**src/rtl/serial_sum_collector.sv**
```systemverilog
// serial_sum_collector: assembles LSB-first serial adder output into a word with final carry and valid/ready handoff
module serial_sum_collector #(
  parameter int WIDTH = 8
) (
  input  logic             clk,
  input  logic             rst,
  input  logic             start,
  input  logic             sum,
  input  logic             carry,
  input  logic             out_ready,
  output logic [WIDTH-1:0] result,
  output logic             carry_out,
  output logic             out_valid,
  output logic             busy,
  output logic             err
);
  localparam int CW = (WIDTH > 2) ? $clog2(WIDTH) : 1;
  localparam logic [CW-1:0] LAST = CW'(WIDTH - 1);
  localparam logic [1:0] IDLE    = 2'd0;
  localparam logic [1:0] COLLECT = 2'd1;
  localparam logic [1:0] HOLD    = 2'd2;
  logic [1:0]       state;
  logic [CW-1:0]    cnt;
  logic [WIDTH-1:0] sr;
  logic             co;
  logic             er;
  logic             take;
  logic             bad_start;
  // a frame begins from IDLE, or from HOLD when the held word is accepted in the same cycle
  always_comb begin
    take      = start && (state == IDLE || (state == HOLD && out_ready));
    bad_start = start && (state == COLLECT || (state == HOLD && !out_ready));
  end
  // FSM, shift register, counter and sticky error; bits enter at the MSB so bit 0 lands at result[0]
  always_ff @(posedge clk) begin
    if (rst) begin
      state <= IDLE;
      cnt   <= '0;
      sr    <= '0;
      co    <= 1'b0;
      er    <= 1'b0;
    end else begin
      if (take) begin
        state <= COLLECT;
        cnt   <= CW'(1);
        sr    <= {sum, sr[WIDTH-1:1]};
      end else if (state == COLLECT) begin
        sr    <= {sum, sr[WIDTH-1:1]};
        cnt   <= (cnt == LAST) ? '0 : cnt + CW'(1);
        state <= (cnt == LAST) ? HOLD : COLLECT;
        co    <= (cnt == LAST) ? carry : co;
      end else if (state == HOLD && out_ready) begin
        state <= IDLE;
      end
      if (bad_start) er <= 1'b1;
    end
  end
  assign result    = sr;
  assign carry_out = co;
  assign out_valid = (state == HOLD);
  assign busy      = (state == COLLECT);
  assign err       = er;
endmodule

```
**config.mk**
```make
export PLATFORM = sky130hd
export DESIGN_NAME = serial_sum_collector
export DESIGN_NICKNAME = d
export VERILOG_FILES = /design/src/rtl/serial_sum_collector.sv
export SDC_FILE = /design/constraint.sdc
export NUM_CORES = 1
export LEC_CHECK = 0
export ABC_AREA = 1
export CORE_UTILIZATION = 51
export DETAILED_ROUTE_END_ITERATION = 6
export PLACE_DENSITY = 0.82
export SYNTH_ARGS = -nofsm -noshare
export SYNTH_HDL_FRONTEND = slang
export SYNTH_SLANG_ARGS = --single-unit
```
**constraint.sdc**
```tcl
create_clock -name clk -period 1.73 [get_ports clk]
set_input_delay 0.346 -clock clk [delete_from_list [all_inputs] [get_ports clk]]
set_output_delay 0.346 -clock clk [all_outputs]
set_load 0.01 [all_outputs]
```
Yosys cells after proc, flatten, opt, wreduce, memory -nomap -nowiden
Cells that the tools add are included.
Storage, ports and cells
  bits in registers: 15
  output and inout port bits: 12
  word-level logic and storage cells: 34
Cells by class
  add/subtract/negate cells: 1
  equal/unequal tests: 3
  muxes and demuxes: 9
  bitwise operators: 1
  reduce and logical (&&, ||, !) cells: 13
Operator list (number)
  8-bit two-way mux: 2
  2-bit two-way mux: 3
  1-bit logical AND: 4
  2-bit nonzero test: 2
  3-bit by 1-bit adder with 3-bit output, second input constant: 1
  3-bit equality test, second input constant: 1
  1-bit two-way mux: 3
  3-bit two-way mux: 1
  3-bit AND reduction: 1
  3-bit nonzero test: 1
  2-bit by 1-bit equality test with 1-bit output, second input constant: 1
  2-bit equality test, second input constant: 1
  2-bit zero test: 1
  1-bit logical OR: 2
  2-bit OR reduction: 1
  1-bit zero test: 1
  1-bit NOT: 1

Logic depth before layout (Yosys ltp)
Gate-level depths: netlist of the first run.
  depth after elaboration: 6
  mapped depth: 6
  mapped depth without buffers: 6

Least setup slack after synthesis of the first run
Ideal clock, no wire load.
  path kind: register -> register
  start point: register cnt[0]
  end point: register co (netlist: carry_out)
  arrival: 0.966 ns
  required time: 1.612 ns
  setup slack: 0.646 ns
  stages on the path, launching flop included: 7
  path buffers: 0
  period minus slack after synthesis: 1.084 ns
  cell sequence: dfxtp_1 ha_1 ha_1 inv_1 nor2_1 o21ai_0 nor2_1
Between the ends
  cells in the longest elaborated chain, start to end: 2
Ends and longest elaborated chain
  from (decl): RTL line 23  | logic [CW-1:0] cnt;
  from (signal assigned): RTL line 49  | cnt <= (cnt == LAST) ? '0 : cnt + CW'(1);
  3-bit equality test: RTL line 51  | co <= (cnt == LAST) ? carry : co;
  3-bit AND reduction (no line)
  to (signal assigned): RTL line 51
  to (decl): RTL line 25  | logic co;
Every way passes these cells.
A chain may end at the register's enable or synchronous reset.

Worst setup path after layout of the first run
  start point: register state[1]
  end point: output port out_valid
Between the ends
  cells in the longest elaborated chain, start to end: 1
Ends and longest elaborated chain
  from (decl): RTL line 22  | logic [1:0] state;
  from (signal assigned): RTL line 50  | state <= (cnt == LAST) ? HOLD : COLLECT;
  2-bit equality test: RTL line 60  | assign out_valid = (state == HOLD);
  to (decl): RTL line 13  | output logic out_valid,
Every way passes these cells.

==> summary.md, run 1 <==
| Metric | Value |
|---|---|
| Fmax | 603.0 MHz |
| RR Startpoint | cnt[0] |
| RSZ-0062 raised after global routing | false |
| M1 wire length | 663 microns |
| Post-CTS setup buffer count | 0 |
| Die Footprint | 1655 sq um |
| Mapped Area | 763.2 sq um |
| CP max stage cell | clkdlybuf4s50_1 |
| Power per cell area | 824.8 nW/um^2 |
| Yosys top cell by area | dfxtp_1 |
| Root buffer cell | clkbuf_4 |
| CTS max path bufs | 2 |
| Worst Hold End | cnt[1] |
| Delay-heaviest family, CP | buffers and inverters |
| Mapped Avg Cell Area | 7.868 sq um |
| Worst path required time | 1.38 ns |
| Core footprint | 1350 sq um |
| Status | completed |
| Synth Area in Adders | 3.279% |
| Register area | 305.3 sq um |
| Max-Cap Viols | 0 |
| First-pass GRT wire length | 2.056 mm |
| Layout cells sized above 1 | 20.87% |
| Finish-stage setup viols | 0 |
| Fin util | 69.79% |
| Vias in the first global route | 529 |
| CTS tree | done |
| Mux cell area share after synthesis | 0% |
| Routed WL per cell | 10.38 microns |
| Warnings, synthesis | 0 |
| Setup slack after layout | 0.07168 ns |
| Gpl congestion | 0.7823 |
| Leakage Power | 0.4171 nW |
| Max incr delay on CP | 0.54 ns |
| Gate Count Post-Synth | 97 |
| Post-layout power | 0.7771 mW |
| Final hold violation count | 0 |
| Area growth, synth to finish | 23.44% |
| I/O Pins | 18 |
| Clock Sinks | 15 |
| Post-synth top area share | 39.34% |
| Synth Area in Compound Gates | 17.87% |
| R2R depth | 6 |
| Simple-Gate Fraction of Synth Area | 24.92% |
| All-layer global routing usage | 18.79% |
| CP max FO | 5 |
| Max-slew headroom | 76.28% |
| Net count after synthesis | 105 |
| Worst slew pin tran | 0.3554 ns |
| Row cnt | 13 |
| Grt ovf | 0 |
| Final nets | 124 |
| Pre-CTS WS | 0.2323 ns |
| Post-synthesis sequential area ratio | 39.34% |
| Met2 routed WL | 607 microns |
| Worst setup SP type | flip-flop |
| Vias | 634 |
| Largest family of logic cells by synthesized area | simple AND/OR/NAND/NOR gates |
| Via/cell ratio | 4.877 |
| Total of fill cells in the finished design | 117 |
| Tightest Hold Check Type | reg2reg |
| Xor-xnor portion of the synthesized cell area | 0% |
| Crit share post-route | 95.86% |
| Crit path DAT | 1.31 ns |
| Antenna diode count | 0 |
| Antenna violations before repair | 0 |
| Post-layout min period | 1.658 ns |
| Yosys cell types | 19 |
| DRT iter0 DRCs | 13 |
| CP Cell Sequence | inv_2 -> nor2_1 -> clkdlybuf4s50_1 |
| PortBufs | 17 |
| Worst Hold Depth | 2 |
| Area occupied by multi-input gates | 351.6 sq um |
| Clk_skew | 0.004652 ns |
| Crit Path Category | reg2out |
| Peak VDD IR | 0.5806 mV |
| R2R Path End | carry_out |
| Starting Density | 56.53% |
| Setup TNS | 0 ns |
| Die Width | 40.69 microns |
| Die Y-Extent | 40.69 microns |
| H-tree Lvls | 1 |
| HPWL Detailed | 937.1 microns |
| Met3 WL | 66 microns |
| Largest net degree at the start of global routing | 23 |
| DRC viols | 0 |
| Nature of the critical path endpoint | primary output |
| Worst Path Buf+Inv | 2 |
| DR pass1 iterations | 4 |
| Highest metal used | met4 |
| Routed Antenna Nets | 0 |
| Synth top area cells | dfxtp_1 39%, a21oi_2 13%, inv_1 7.4% |
| Worst hold start | cnt[1] |
| Total Wirelength | 1.350 mm |
| Worst skew pair latency | 0.28 ns |
| Pins Over Slew Limit | 0 |
| Total CTS buffers | 3 |
| Reg2reg setup slack | 0.48 ns |
| CTS clk-pin slew, worst paths | 0.09 ns |
| Synth Register Bits | 15 |
[layout by cell type (no fill, tap or decap), drive strengths merged]
| cell type | n |
|---|---|
| nand2 | 18 |
| clkdlybuf4s50 | 16 |
| inv | 16 |
| dfxtp | 15 |
| a21oi | 15 |
| nor2 | 14 |
| nand3 | 8 |
| o21ai | 4 |
| clkbuf | 4 |
| ha | 2 |
| nor3 | 1 |
| dlymetal6s2s | 1 |
| buf | 1 |
[logic make-up (layout without fill, tap and decap cells)]
group	count (synthesis)	after routing
and+or+nand+nor	41	41
DFF	15	15
buffers and inverters	20	38
AOI/OAI and AO/OA	19	19
adders and majority gates	2	2
[final cells by class]
cell class	instances	share of cell area, %
flip-flops and latches	15	32.40
repair buffers	18	19.12
multi-input cells	62	37.32
well taps	15	1.992
clock buffers	4	2.789
inverters	16	6.374
[Yosys cell counts, drive strengths merged]
master	n
nand3	8
inv	16
nand2	18
nor3	1
nor2	14
buf	4
o21ai	4
a21oi	15
dfxtp	15
ha	2
[state kept, by name (all words and copies together) (netlist names)]
signal     flops
carry_out      1
cnt            3
err            1
result         8
state          2
[timing repair]
item	4_1_cts	5_1_grt
hold buffers	0	0
setup endpoints to repair	2	2
resized for setup	2	2
[metal layers]
layer / track usage [%] / up-vias
li1: - / 338
met2: 32.14 / 18
met1: 23.15 / 276
met3: 3.261 / 2
met4: 7.500 / 0
met5: 0 / -
[power by group]
part	total [mW]	switching, mW	internal [mW]
Combinational	0.186	0.0945	0.0915
Sequential	0.393	0.0225	0.370
Clock	0.198	0.109	0.0893
Total	0.777	0.226	0.551
[stage by stage]
step / hold slack [ns] / area [sq um] / cells
after floorplan: 0.4084 / 763.2 / 97
after global routing: 0.5079 / 942.2 / 130
after global placement: 0.4617 / 908.4 / 126
after CTS: 0.4841 / 937.1 / 130
final: 0.4816 / 942.2 / 130
after detailed placement: 0.4619 / 908.4 / 126
[worst reg2reg max path, cell delays in order (launching register included)]
cell and delay (ns):
dfxtp_1 0.34, ha_1 0.20, ha_1 0.21, inv_1 0.09, nor2_1 0.05, o21ai_0 0.20
nor2_1 0.06
[worst max path at each step]
stage             start   endpoint  slack, ns  cells after the start
3_5_place_dp      start  result[2]       0.23                      6
2_1_floorplan    cnt[0]  carry_out       0.65                      6
3_3_place_gp      start  result[7]       0.25                      6
5_1_grt        state[1]  out_valid       0.02                      3
6_report       state[1]  out_valid       0.07                      3
4_1_cts        state[1]       busy       0.01                      4
Power figures use the tool's default switching activity.
==> run 2: changes to the inputs <==
--- a/config.mk
+++ b/config.mk
@@ -7,8 +7,11 @@
 export LEC_CHECK = 0
 export ABC_AREA = 1
 export CORE_UTILIZATION = 51
+export CTS_CLUSTER_SIZE = 14
 export DETAILED_ROUTE_END_ITERATION = 6
+export HOLD_SLACK_MARGIN = 0.15
 export PLACE_DENSITY = 0.82
+export SKIP_LAST_GASP = 1
 export SYNTH_ARGS = -nofsm -noshare
 export SYNTH_HDL_FRONTEND = slang
 export SYNTH_SLANG_ARGS = --single-unit
==> results of run 2 <==
Final layout, timing and power as in run 1 (identical DEF).
==> run 3: changes to the inputs <==
--- a/config.mk
+++ b/config.mk
@@ -6,11 +6,12 @@
 export NUM_CORES = 1
 export LEC_CHECK = 0
 export ABC_AREA = 1
+export CORE_ASPECT_RATIO = 1.1
 export CORE_UTILIZATION = 51
 export CTS_CLUSTER_SIZE = 14
 export DETAILED_ROUTE_END_ITERATION = 6
 export HOLD_SLACK_MARGIN = 0.15
-export PLACE_DENSITY = 0.82
+export PLACE_DENSITY = 0.84
 export SKIP_LAST_GASP = 1
 export SYNTH_ARGS = -nofsm -noshare
 export SYNTH_HDL_FRONTEND = slang
==> run 3 against run 2 <==
Against the previous run: critical path depth is the same; core utilization down 1.3 points; worst setup slack worse by 0.018 ns; sequential power about the same; routed wire length up 2.1%; die area hardly changed; combinational power hardly changed; global-route usage is 2.4 points higher; hold slack got worse by 0.0044 ns; fmax is 1.1% lower; non-clock buffer count up 1; sequential cell count stayed put.
==> summary.md, run 3 (synthesis results as in run 1) <==
| Metric | Value |
|---|---|
| Status | completed (unchanged) |
| Worst skew pair latency | 0.28 ns (about the same) |
| Post-layout min period | 1.676 ns (was 1.658 ns) |
| Register area | 305.3 sq um (unchanged) |
| Core footprint | 1384 sq um (was 1350 sq um) |
| Layout cells sized above 1 | 21.55% (was 20.87%) |
| Die Footprint | 1655 sq um (about the same) |
| Peak VDD IR | 0.4849 mV (was 0.5806 mV) |
| H-tree Lvls | 1 (unchanged) |
| Grt ovf | 0 (unchanged) |
| Max-slew headroom | 73.53% (was 76.28%) |
| Clk network pwr share | 25.8% (was 25.5%) |
| DR pass1 iterations | 4 (unchanged) |
| Final nets | 125 (was 124) |
| Clk_skew | 0.002333 ns (was 0.004652 ns) |
| Total of fill cells in the finished design | 131 (was 117) |
| Routed Antenna Nets | 0 (unchanged) |
| Setup TNS | 0 ns (unchanged) |
| Most frequent cells in the layout | 16 x clkdlybuf4s50_1, 15 x inv_1, 14 x nand2_1, 13 x dfxtp_1, 12 x nor2_1 (unchanged) |
| Root buffer cell | clkbuf_4 (unchanged) |
| Worst setup SP type | flip-flop (unchanged) |
| P_sw | 0.2305 mW (was 0.2260 mW) |
| Die Y-Extent | 42.57 microns (was 40.69 microns) |
| Hold Buf Count CTS | 0 (unchanged) |
| CTS max path bufs | 2 (unchanged) |
| Crit path DAT | 1.33 ns (was 1.31 ns) |
| HPWL Detailed | 990.4 microns (was 937.1 microns) |
| Starting Density | 55.15% (was 56.53%) |
| Setup slack after layout | 0.05381 ns (was 0.07168 ns) |
| Total Wirelength | 1.379 mm (was 1.350 mm) |
| Final hold violation count | 0 (unchanged) |
| PortBufs | 17 (unchanged) |
| CTS tree | done (unchanged) |
| CTS clk-pin slew, worst paths | 0.09 ns (about the same) |
| I/O Pins | 18 (unchanged) |
| Routed WL per cell | 10.45 microns (was 10.38 microns) |
| Antenna violations before repair | 0 (unchanged) |
| Power share of the combinational group | 24.0% (was 23.9%) |
| DRC viols | 0 (unchanged) |
| Post-layout power | 0.7829 mW (was 0.7771 mW) |
| Die Width | 38.89 microns (was 40.69 microns) |
| Worst slew pin tran | 0.3966 ns (was 0.3554 ns) |
| Clock Sinks | 15 (unchanged) |
| Post-CTS setup buffer count | 0 (unchanged) |
| P_int | 0.5525 mW (was 0.5512 mW) |
| Total CTS buffers | 3 (unchanged) |
| Area occupied by multi-input gates | 351.6 sq um (unchanged) |
| Antenna diode count | 0 (unchanged) |
| Flop pwr share | 50.2% (was 50.6%) |
| Vias in the first global route | 573 (was 529) |
| Vias | 637 (was 634) |
| Finish-stage setup viols | 0 (unchanged) |
| Nature of the critical path endpoint | primary output (unchanged) |
| Largest net degree at the start of global routing | 23 (unchanged) |
| Crit Path Category | reg2out (unchanged) |
| CP max FO | 5 (unchanged) |
| Row cnt | 14 (was 13) |
| Crit share post-route | 96.89% (was 95.86%) |
| Worst path required time | 1.38 ns (about the same) |
| Flip-flop count of the largest register after layout | 8 (unchanged) |
| Pins Over Slew Limit | 0 (unchanged) |
| CTS resizes | 3 (was 2) |
| Most common cell after layout, fill and taps aside | clkdlybuf4s50_1 (unchanged) |
| Gpl congestion | 0.8227 (was 0.7823) |
| RSZ-0062 raised after global routing | false (unchanged) |
| Max-Cap Viols | 0 (unchanged) |
| Area growth, synth to finish | 24.10% (was 23.44%) |
| Sw frac | 29.44% (was 29.08%) |
| Power per cell area | 826.6 nW/um^2 (was 824.8 nW/um^2) |
| Leakage Power | 0.4112 nW (was 0.4171 nW) |
| DRT iter0 DRCs | 7 (was 13) |
| First-pass GRT wire length | 2.463 mm (was 2.056 mm) |
| Tightest Hold Check Type | reg2reg (unchanged) |
| Fin util | 68.44% (was 69.79%) |
| Fmax | 596.6 MHz (was 603.0 MHz) |
| All-layer global routing usage | 21.21% (was 18.79%) |
| Via/cell ratio | 4.826 (was 4.877) |
| Pre-CTS WS | 0.2192 ns (was 0.2323 ns) |
-- run 3: power by group through the flow --
| stage | combinational [mW] | sequential [mW] | clock [mW] |
|---|---|---|---|
| after floorplan | 0.122 | 0.409 | 0 |
| after global placement | 0.183 | 0.401 | 0 |
| after detailed placement | 0.190 | 0.402 | 0 |
| after CTS | 0.189 | 0.395 | 0.206 |
| after global routing | 0.209 | 0.399 | 0.226 |
| final | 0.188 | 0.393 | 0.202 |
-- run 3: through the flow --
stage	area (sq um)	hold slack (ns)	instances
after floorplan	763.2	0.4084	97
after global placement	917.1	0.4577	128
after detailed placement	917.1	0.4685	128
after CTS	944.7	0.4814	132
after global routing	947.2	0.4995	132
final	947.2	0.4772	132
-- run 3: path summary, 6_finish.rpt --
kind	start	endpoint	slack, ns	depth (start not counted)
max	state[1]	out_valid	0.05	3
min	cnt[2]	cnt[2]	0.48	2
max reg2reg	cnt[0]	carry_out	0.51	6
min reg2reg	cnt[2]	cnt[2]	0.48	2
-- run 3: final cells by class --
class                   instances  share of cell area [%]
multi-input cells              62                   37.12
flip-flops and latches         15                   32.23
repair buffers                 19                   19.42
inverters                      16                   6.341
clock buffers                   4                   2.774
well taps                      16                   2.114
-- run 3: metal layers --
| layer | part of all wire (%) | wire length, microns | vias up | track usage, % |
|---|---|---|---|---|
| met4 | 2.5 | 35 | 0 | 12.41 |
| li1 | - | - | 342 | - |
| met1 | 49 | 677 | 277 | 29.33 |
| met2 | 45 | 622 | 13 | 29.33 |
| met5 | 0 | 0 | - | 0 |
| met3 | 3.3 | 45 | 5 | 4.787 |
-- run 3: critical path: stages, from the launching register on --
cell and delay, ns:
dfxtp_4 0.38, inv_2 0.04, nor2_1 0.07, clkdlybuf4s50_1 0.55
